**src/rtl/dmem_arbiter.sv**
```systemverilog
// Data-memory sequencer/arbiter between the MEM-stage CPU port and a DMA port, with a fixed access latency.
// Optional misaligned-access trap enabled by defining DMEM_ARB_ALIGN_CHK_EN.
module dmem_arbiter #(
  parameter int unsigned WAIT_CYCLES  = 2,
  parameter int unsigned STARVE_LIMIT = 4
) (
  input  logic        clk,
  input  logic        reset,
  input  logic        cpu_req,
  input  logic        cpu_we,
  input  logic [31:0] cpu_addr,
  input  logic [31:0] cpu_wdata,
  output logic [31:0] cpu_rdata,
  output logic        cpu_stall,
  input  logic        dma_req,
  input  logic        dma_we,
  input  logic [31:0] dma_addr,
  input  logic [31:0] dma_wdata,
  output logic [31:0] dma_rdata,
  output logic        dma_ack,
  output logic        mem_read,
  output logic        mem_write,
  output logic [31:0] mem_addr,
  output logic [31:0] mem_wdata,
  input  logic [31:0] mem_rdata,
  output logic        align_err
);

  typedef enum logic [1:0] {IDLE, BUSY, RESP} state_t;
  typedef enum logic {GNT_CPU, GNT_DMA} grant_t;

  state_t      state, state_nxt;
  grant_t      grant;
  logic [3:0]  cnt;
  logic [3:0]  starve_cnt;
  logic        lat_we;
  logic [31:0] lat_addr;
  logic [31:0] lat_wdata;

  logic        any_req;
  logic        pick_dma;
  logic [31:0] win_addr;
  logic        misalign;

  // Winner selection is only consumed while in IDLE.
  always_comb begin
    any_req  = cpu_req | dma_req;
    pick_dma = dma_req & (~cpu_req | (starve_cnt == 4'(STARVE_LIMIT)));
    win_addr = pick_dma ? dma_addr : cpu_addr;
`ifdef DMEM_ARB_ALIGN_CHK_EN
    misalign = (win_addr[1:0] != 2'b00);
`else
    misalign = 1'b0;
`endif
  end

  always_ff @(posedge clk or negedge reset) begin
    if (!reset) state <= IDLE;
    else        state <= state_nxt;
  end

  always_comb begin
    state_nxt = state;
    case (state)
      IDLE:    if (any_req) state_nxt = misalign ? RESP : BUSY;
      BUSY:    if (cnt == '0) state_nxt = RESP;
      RESP:    state_nxt = IDLE;
      default: state_nxt = IDLE;
    endcase
  end

  always_ff @(posedge clk or negedge reset) begin
    if (!reset) begin
      grant      <= GNT_CPU;
      cnt        <= '0;
      starve_cnt <= '0;
      lat_we     <= 1'b0;
      lat_addr   <= '0;
      lat_wdata  <= '0;
      cpu_rdata  <= '0;
      dma_rdata  <= '0;
    end else begin
      if (!dma_req)
        starve_cnt <= '0;
      else if (state == IDLE && any_req) begin
        if (pick_dma)                starve_cnt <= '0;
        else if (starve_cnt != '1)   starve_cnt <= starve_cnt + 4'd1;
      end

      case (state)
        IDLE: if (any_req) begin
          grant     <= pick_dma ? GNT_DMA : GNT_CPU;
          lat_we    <= pick_dma ? dma_we : cpu_we;
          lat_addr  <= win_addr;
          lat_wdata <= pick_dma ? dma_wdata : cpu_wdata;
          cnt       <= 4'(WAIT_CYCLES - 1);
          if (misalign) begin
            if (pick_dma) dma_rdata <= '0;
            else          cpu_rdata <= '0;
          end
        end
        BUSY: begin
          if (cnt != '0) cnt <= cnt - 4'd1;
          else if (grant == GNT_DMA) dma_rdata <= lat_we ? '0 : mem_rdata;
          else                       cpu_rdata <= lat_we ? '0 : mem_rdata;
        end
        default: ;
      endcase
    end
  end

`ifdef DMEM_ARB_ALIGN_CHK_EN
  logic align_q;
  always_ff @(posedge clk or negedge reset) begin
    if (!reset)                                align_q <= 1'b0;
    else if (state == IDLE && any_req && misalign) align_q <= 1'b1;
  end
  assign align_err = align_q;
`else
  assign align_err = 1'b0;
`endif

  // dmem side is driven purely from registered state.
  always_comb begin
    mem_read  = (state == BUSY) & ~lat_we;
    mem_write = (state == BUSY) &  lat_we;
    mem_addr  = lat_addr;
    mem_wdata = lat_wdata;
    dma_ack   = (state == RESP) & (grant == GNT_DMA);
    cpu_stall = reset & cpu_req & ~((state == RESP) & (grant == GNT_CPU));
  end

endmodule

```
**config.mk**
```make
export PLATFORM = sky130hd
export DESIGN_NAME = dmem_arbiter
export DESIGN_NICKNAME = d
export VERILOG_FILES = /design/src/rtl/dmem_arbiter.sv
export SDC_FILE = /design/constraint.sdc
export NUM_CORES = 1
export LEC_CHECK = 0
export CAP_MARGIN = 10
export CORE_MARGIN = 10
export CORE_UTILIZATION = 30
export CTS_BUF_LIST = sky130_fd_sc_hd__clkbuf_4
export CTS_CLUSTER_DIAMETER = 100
export DETAILED_ROUTE_END_ITERATION = 10
export PLACE_DENSITY = 0.73
export REMOVE_ABC_BUFFERS = 1
export SLEW_MARGIN = 20
export SYNTH_ARGS = -nofsm -noshare
export SYNTH_HDL_FRONTEND = slang
export SYNTH_SLANG_ARGS = --single-unit
```
**constraint.sdc**
```tcl
create_clock -name clk -period 2.4 [get_ports clk]
set_clock_uncertainty 0.1 [all_clocks]
set_input_delay 0.48 -clock clk [delete_from_list [all_inputs] [get_ports clk]]
set_output_delay 0.48 -clock clk [all_outputs]
set_load 0.01 [all_outputs]
```
==> flow_summary.ini, run 1 <==
[worst_setup_path]
critPathArrivalTime_ns = 1.62
slowest_delay_ns = 0.43
crit_path_start_kind = register
cpMaxStageDelayCell = dfrtp_2
crit_chain = buf_4 -> and2b_2 -> and2_1 -> clkbuf_2
end_kind = output pin
crit_buf_inv = 2
path_max_fanout = 5
cp_data_required_time_ns = 1.82
crit_family = flip-flops
critical_path_class = register to output pin

[global_routing]
grt_max_degree = 141
grt_first_pass_wirelength_mm = 38.0
grt_pass1_vias = 6693
grt.overflow.total = 0
track_usage_pct = 16.5
antenna_found_initial = 1

[logic_synthesis]
synth_compound_area_share_pct = 13.7
synth_area_leaders = dfrtp_1, mux2_2, o211ai_1
synth_edf_count = 0
synth_seq_area_share_pct = 52.6
yosys_register_bits = 140
synth_top_family_by_area = simple AND/OR/NAND/NOR gates
synth-main-ff-cell = dfrtp_1
synthArstFlopShare_pct = 100
yosysMostFrequentCell = dfrtp_1
synth_fa_ha_area_share_pct = 0.563
synth.largest_area_cell = dfrtp_1
synth_top_area_share_pct = 52.6
synth_cell_types = 42
ys_warn_count = 0
ys_top_cells_by_count = dfrtp_1, nand3_1, o21ai_0, nand4_1, o211ai_1
synth_area_per_cell_sq_um = 10.6
synth_area_sq_um = 6670
synthMuxAreaShare_pct = 11.3
synth_xor_area_share_pct = 0
synth_simple_gate_area_share_pct = 16.9
synth_cells = 626

[sta]
slew_violations = 0
hold_viol = 0
max_clock_freq_mhz = 454
rsz0062_at_grt = no
tns_ns = 0
final-setup-viol-count = 0
relSlewSlack_pct = 49.5
tightest_slew_ns = 0.757
layout_min_cycle_time_ns = 2.20
setup_ws_ns = 0.196
holdWs_ns = 0.342
finalCritPeriodShare_pct = 91.8

[clocking]
worstSkewPairLatency_ns = 0.53
cts_num_sinks = 140
cts_buffer_depth = 2
htree_levels = 4
cts_tree = yes
cts_buffers = 17
path_clk_slew_ns = 0.15
cts-root-buf = clkbuf_4

[floorplanning]
start_util_pct = 30.5
die_y_microns = 169
pin_count = 299
die_x_microns = 169
coreArea_sq_um = 21800
die_area_sq_um = 28600
row_count = 54

[place]
dp_hpwl_mm = 17.6
io_buffers = 297
pre_cts_slack_ns = 0.249
place.gp.congestion = 0.787
dp_cells = 1158

[final_layout]
layout.cells.non_filler = 1194
layout-drive-gt1-share_pct = 15.0
fill_cells = 2042
multi_input_area_sq_um = 2860
area_growth_pct = 54.5
regArea_sq_um = 3510
layout.nets = 1070

[hold_path]
hold_path_class = input port to register

[route]
vias = 6326
wl_per_cell_microns = 20.4
drt_iter0_markers = 499
viasPerCell = 5.30
drc = 0
detail-route-antenna-nets = 0
drt_wl_total_mm = 24.4
first_pass_iters = 5

[outcome]
status = finished, final reports clean

[pwr]
peakVddDrop_mv = 0.533
leakagePower_nw = 3.99
p_per_area_nw_per_um2 = 1160

[flow_run]
cap_violations = 0
[placed cells by master (no fill, tap or decap), types with 3 or more instances in the layout]
cell type	Yosys	routed
inv_6	0	6
o21ai_0	69	69
clkdlybuf4s50_1	0	291
nand4_1	67	67
nor2b_1	32	32
dfrtp_1	140	138
inv_1	6	6
nor2_1	7	5
o22ai_1	3	3
ha_1	3	3
nand3_1	72	72
buf_4	1	19
o211ai_1	65	65
clkinvlp_4	0	3
nand2_1	3	3
buf_12	0	8
mux2_2	64	64
clkbuf_4	0	17
[metal layers]
layer / vias to the layer above / track usage [%] / share of wire [%]
li1: 2893 / - / -
met1: 3113 / 19.9 / 41
met2: 301 / 26.1 / 47
met3: 19 / 7.16 / 11
met4: 0 / 4.80 / 1.7
met5: - / 0 / 0
[kinds of logic (layout without fill, tap and decap cells)]
family,after synthesis,count (layout)
and+or+nand+nor,195,195
AOI/OAI and AO/OA,145,145
DFF,140,140
buffers and inverters,75,362
muxes,67,67
adders and majority gates,3,3
other,1,2
[power breakdown]
group	internal (mW)	leakage (nW)	total, mW	switching [mW]
Clock	0.639	0.148	1.62	0.978
Sequential	3.45	1.73	4.05	0.596
Combinational	3.36	2.10	6.27	2.91
[flip-flops by register name (all words and copies together), names as in the netlist]
register	flops
cnt	4
cpu_rdata	32
dma_rdata	32
grant	1
lat_we	1
mem_addr	32
mem_wdata	32
starve_cnt	4
state	2
[cell type report]
| type | count | area share [%] |
|---|---|---|
| clock buffer | 17 | 1.24 |
| sequential | 140 | 34.1 |
| inverter | 6 | 0.219 |
| tap | 280 | 3.40 |
| clock inverter | 14 | 1.56 |
| multi-input combinational | 411 | 27.8 |
| antenna | 1 | 0.0243 |
| timing repair buffer | 325 | 31.8 |
[what timing repair did]
action / 4_1_cts / 5_1_grt
cloned: 0 / 0
setup buffers: 3 / 0
resized for setup: 9 / 3
hold buffers: 1 / 0
setup endpoints to repair: 4 / 2
hold endpoints to repair: 140 / 0
[through the flow]
step	utilization [%]	power (mW)	instance area [sq um]
after floorplan	-	6.59	6360
final	47.2	11.9	10300
after CTS	47.2	12.1	10300
after global routing	47.2	12.8	10300
after detailed placement	45.7	10.4	9980
after global placement	45.7	10.3	9980
[worst paths after layout]
path | startpoint | endpoint | slack [ns] | depth (start not counted)
setup / recovery | state[0] | mem_write | 0.20 | 4
setup reg to reg | cnt[0] | cpu_rdata[21] | 0.33 | 6
hold reg to reg | cpu_rdata[5] | cpu_rdata[5] | 0.40 | 1
hold / removal | cpu_req | starve_cnt[1] | 0.34 | 4
min in group asynchronous | reset | cpu_rdata[13] | 0.55 | 3
max in group asynchronous | reset | mem_addr[0] | 1.10 | 3
[worst min-delay path: cells and delay by family]
kind                   cells  cell delay (ns)
buffers and inverters      2             0.31
AOI/OAI and AO/OA          1             0.08
and+or+nand+nor            1             0.07
Power figures use the tool's default switching activity.
==> inputs of run 2 (changes only) <==
--- a/config.mk
+++ b/config.mk
@@ -14,3 +14,2 @@
 export PLACE_DENSITY = 0.73
-export REMOVE_ABC_BUFFERS = 1
 export SLEW_MARGIN = 20
==> constraint.sdc (replaced) <==
create_clock -name clk -period 2.4 [get_ports clk]
set_clock_uncertainty 0.1 [all_clocks]
set_input_delay 0.72 -clock clk [delete_from_list [all_inputs] [get_ports clk]]
set_output_delay 0.72 -clock clk [all_outputs]
set_load 0.01 [all_outputs]
==> flow_summary.ini, run 2 (synthesis gave the netlist of run 1 again) <==
[floorplanning]
die_area_sq_um = 28600
start_util_pct = 30.5
die_y_microns = 169
pin_count = 299
coreArea_sq_um = 21800
die_x_microns = 169
row_count = 54

[sta]
relSlewSlack_pct = 36.9
slew_violations = 0
finalCritPeriodShare_pct = 99.6
layout_min_cycle_time_ns = 2.39
hold_viol = 0
max_clock_freq_mhz = 419
rsz0062_at_grt = yes
final-setup-viol-count = 0
tightest_slew_ns = 0.946

[clocking]
htree_levels = 4
cts_tree = yes
cts_buffers = 17
path_clk_slew_ns = 0.15
cts_num_sinks = 140
holdBufCountCts = 0
worstSkewPairLatency_ns = 0.54
cts-root-buf = clkbuf_4
cts_buffer_depth = 2

[global_routing]
grt.overflow.total = 0
grt_pass1_vias = 6476
track_usage_pct = 16.8
grt_max_degree = 76
grt_first_pass_wirelength_mm = 38.2
antenna_found_initial = 1

[logic_synthesis]
syn_nets = 795

[pwr]
peakVddDrop_mv = 0.567
p_per_area_nw_per_um2 = 1130
leakagePower_nw = 4.53

[worst_setup_path]
end_kind = output pin
r2r_setup_slack_ns = 0.28
path_max_fanout = 3
crit_path_start_kind = register
critPathArrivalTime_ns = 1.57
cp_data_required_time_ns = 1.58
critical_path_class = register to output pin

[final_layout]
area_growth_pct = 55.8
layout.cells.non_filler = 1196
layout.nets = 1071
final_common_cell = clkdlybuf4s50_1
utilization_pct = 47.6
layout-drive-gt1-share_pct = 15.5
layout.cells.most_common_list = clkdlybuf4s50_1, dfrtp_1, nand3_1

[route]
vias = 6254
first_pass_iters = 5
detail-route-antenna-nets = 0
viasPerCell = 5.23
drt_wl_total_mm = 25.0
wl_per_cell_microns = 20.9
drt_iter0_markers = 439
drc = 0

[place]
dp_hpwl_mm = 17.6
place.gp.congestion = 0.753
io_buffers = 297
dp_cells = 1162

[flow_run]
cap_violations = 0

[hold_path]
hold_path_class = input port to async pin

[outcome]
status = finished, final reports clean
run 2: changes by cell type in the layout (fill, tap and decap cells not counted), moves of 3 or more:
cell,previous run,this run
dlymetal6s2s_1,0,46
clkdlybuf4s50_1,291,241
buf_6,1,4
buf_4,19,23
buf_12,8,5
run 2: cell type report:
cell class / instances / area (sq um)
clock buffer: 17 / 128
sequential: 140 / 3500
fill: 2062 / 11400
antenna: 1 / 2.50
inverter: 6 / 22.5
clock inverter: 15 / 150
tap: 280 / 350
timing repair buffer: 326 / 3360
multi-input combinational: 411 / 2870
run 2: worst max-delay path, stage by stage, from the launching register on:
cell,delay (ns)
dfrtp_1,0.45
buf_6,0.14
and2b_2,0.21
and2_4,0.14
buf_6,0.11
run 2: per-stage QoR:
step	area, sq um	hold WS (ns)	TNS [ns]	setup WS (ns)	power (mW)
final	10400	0.387	0	0.0106	11.8
after global routing	10400	0.393	-0.229	-0.102	12.6
after CTS	10300	0.383	-0.158	-0.0903	12.0
after detailed placement	9970	0.374	-0.101	-0.101	10.4
after global placement	9970	0.371	-0.103	-0.103	10.3
after floorplan	6670	0.324	0	0.0963	7.00
run 2: power breakdown:
part           internal [mW]  switching [mW]  leakage [nW]  total, mW
combinational           3.25            2.93          2.65       6.18
clock                  0.548            1.02         0.144       1.56
sequential              3.45           0.563          1.74       4.01
run 2: per-layer routing:
layer / vias up / share of wire, % / track usage [%]
met1: 3064 / 42 / 21.1
met5: - / 0 / 0
met2: 260 / 47 / 26.0
met3: 27 / 9.6 / 6.81
li1: 2903 / - / -
met4: 0 / 1.6 / 4.58
run 2: worst paths after layout:
check	startpoint	to	depth (start not counted)
max	state[0]	mem_write	4
min	reset	cpu_rdata[5]	3
max reg2reg	cnt[0]	cpu_rdata[29]	6
min reg2reg	cnt[3]	cnt[3]	1
max in group asynchronous	reset	mem_addr[29]	3
min in group clk	cnt[3]	cnt[3]	1
run 2: repair_timing:
action                                  4_1_cts  5_1_grt
endpoints found under the setup margin        8       49
gates cloned                                  0        0
setup buffers                                 1        0
pin swaps                                     1        0
gates resized for setup                      27       49
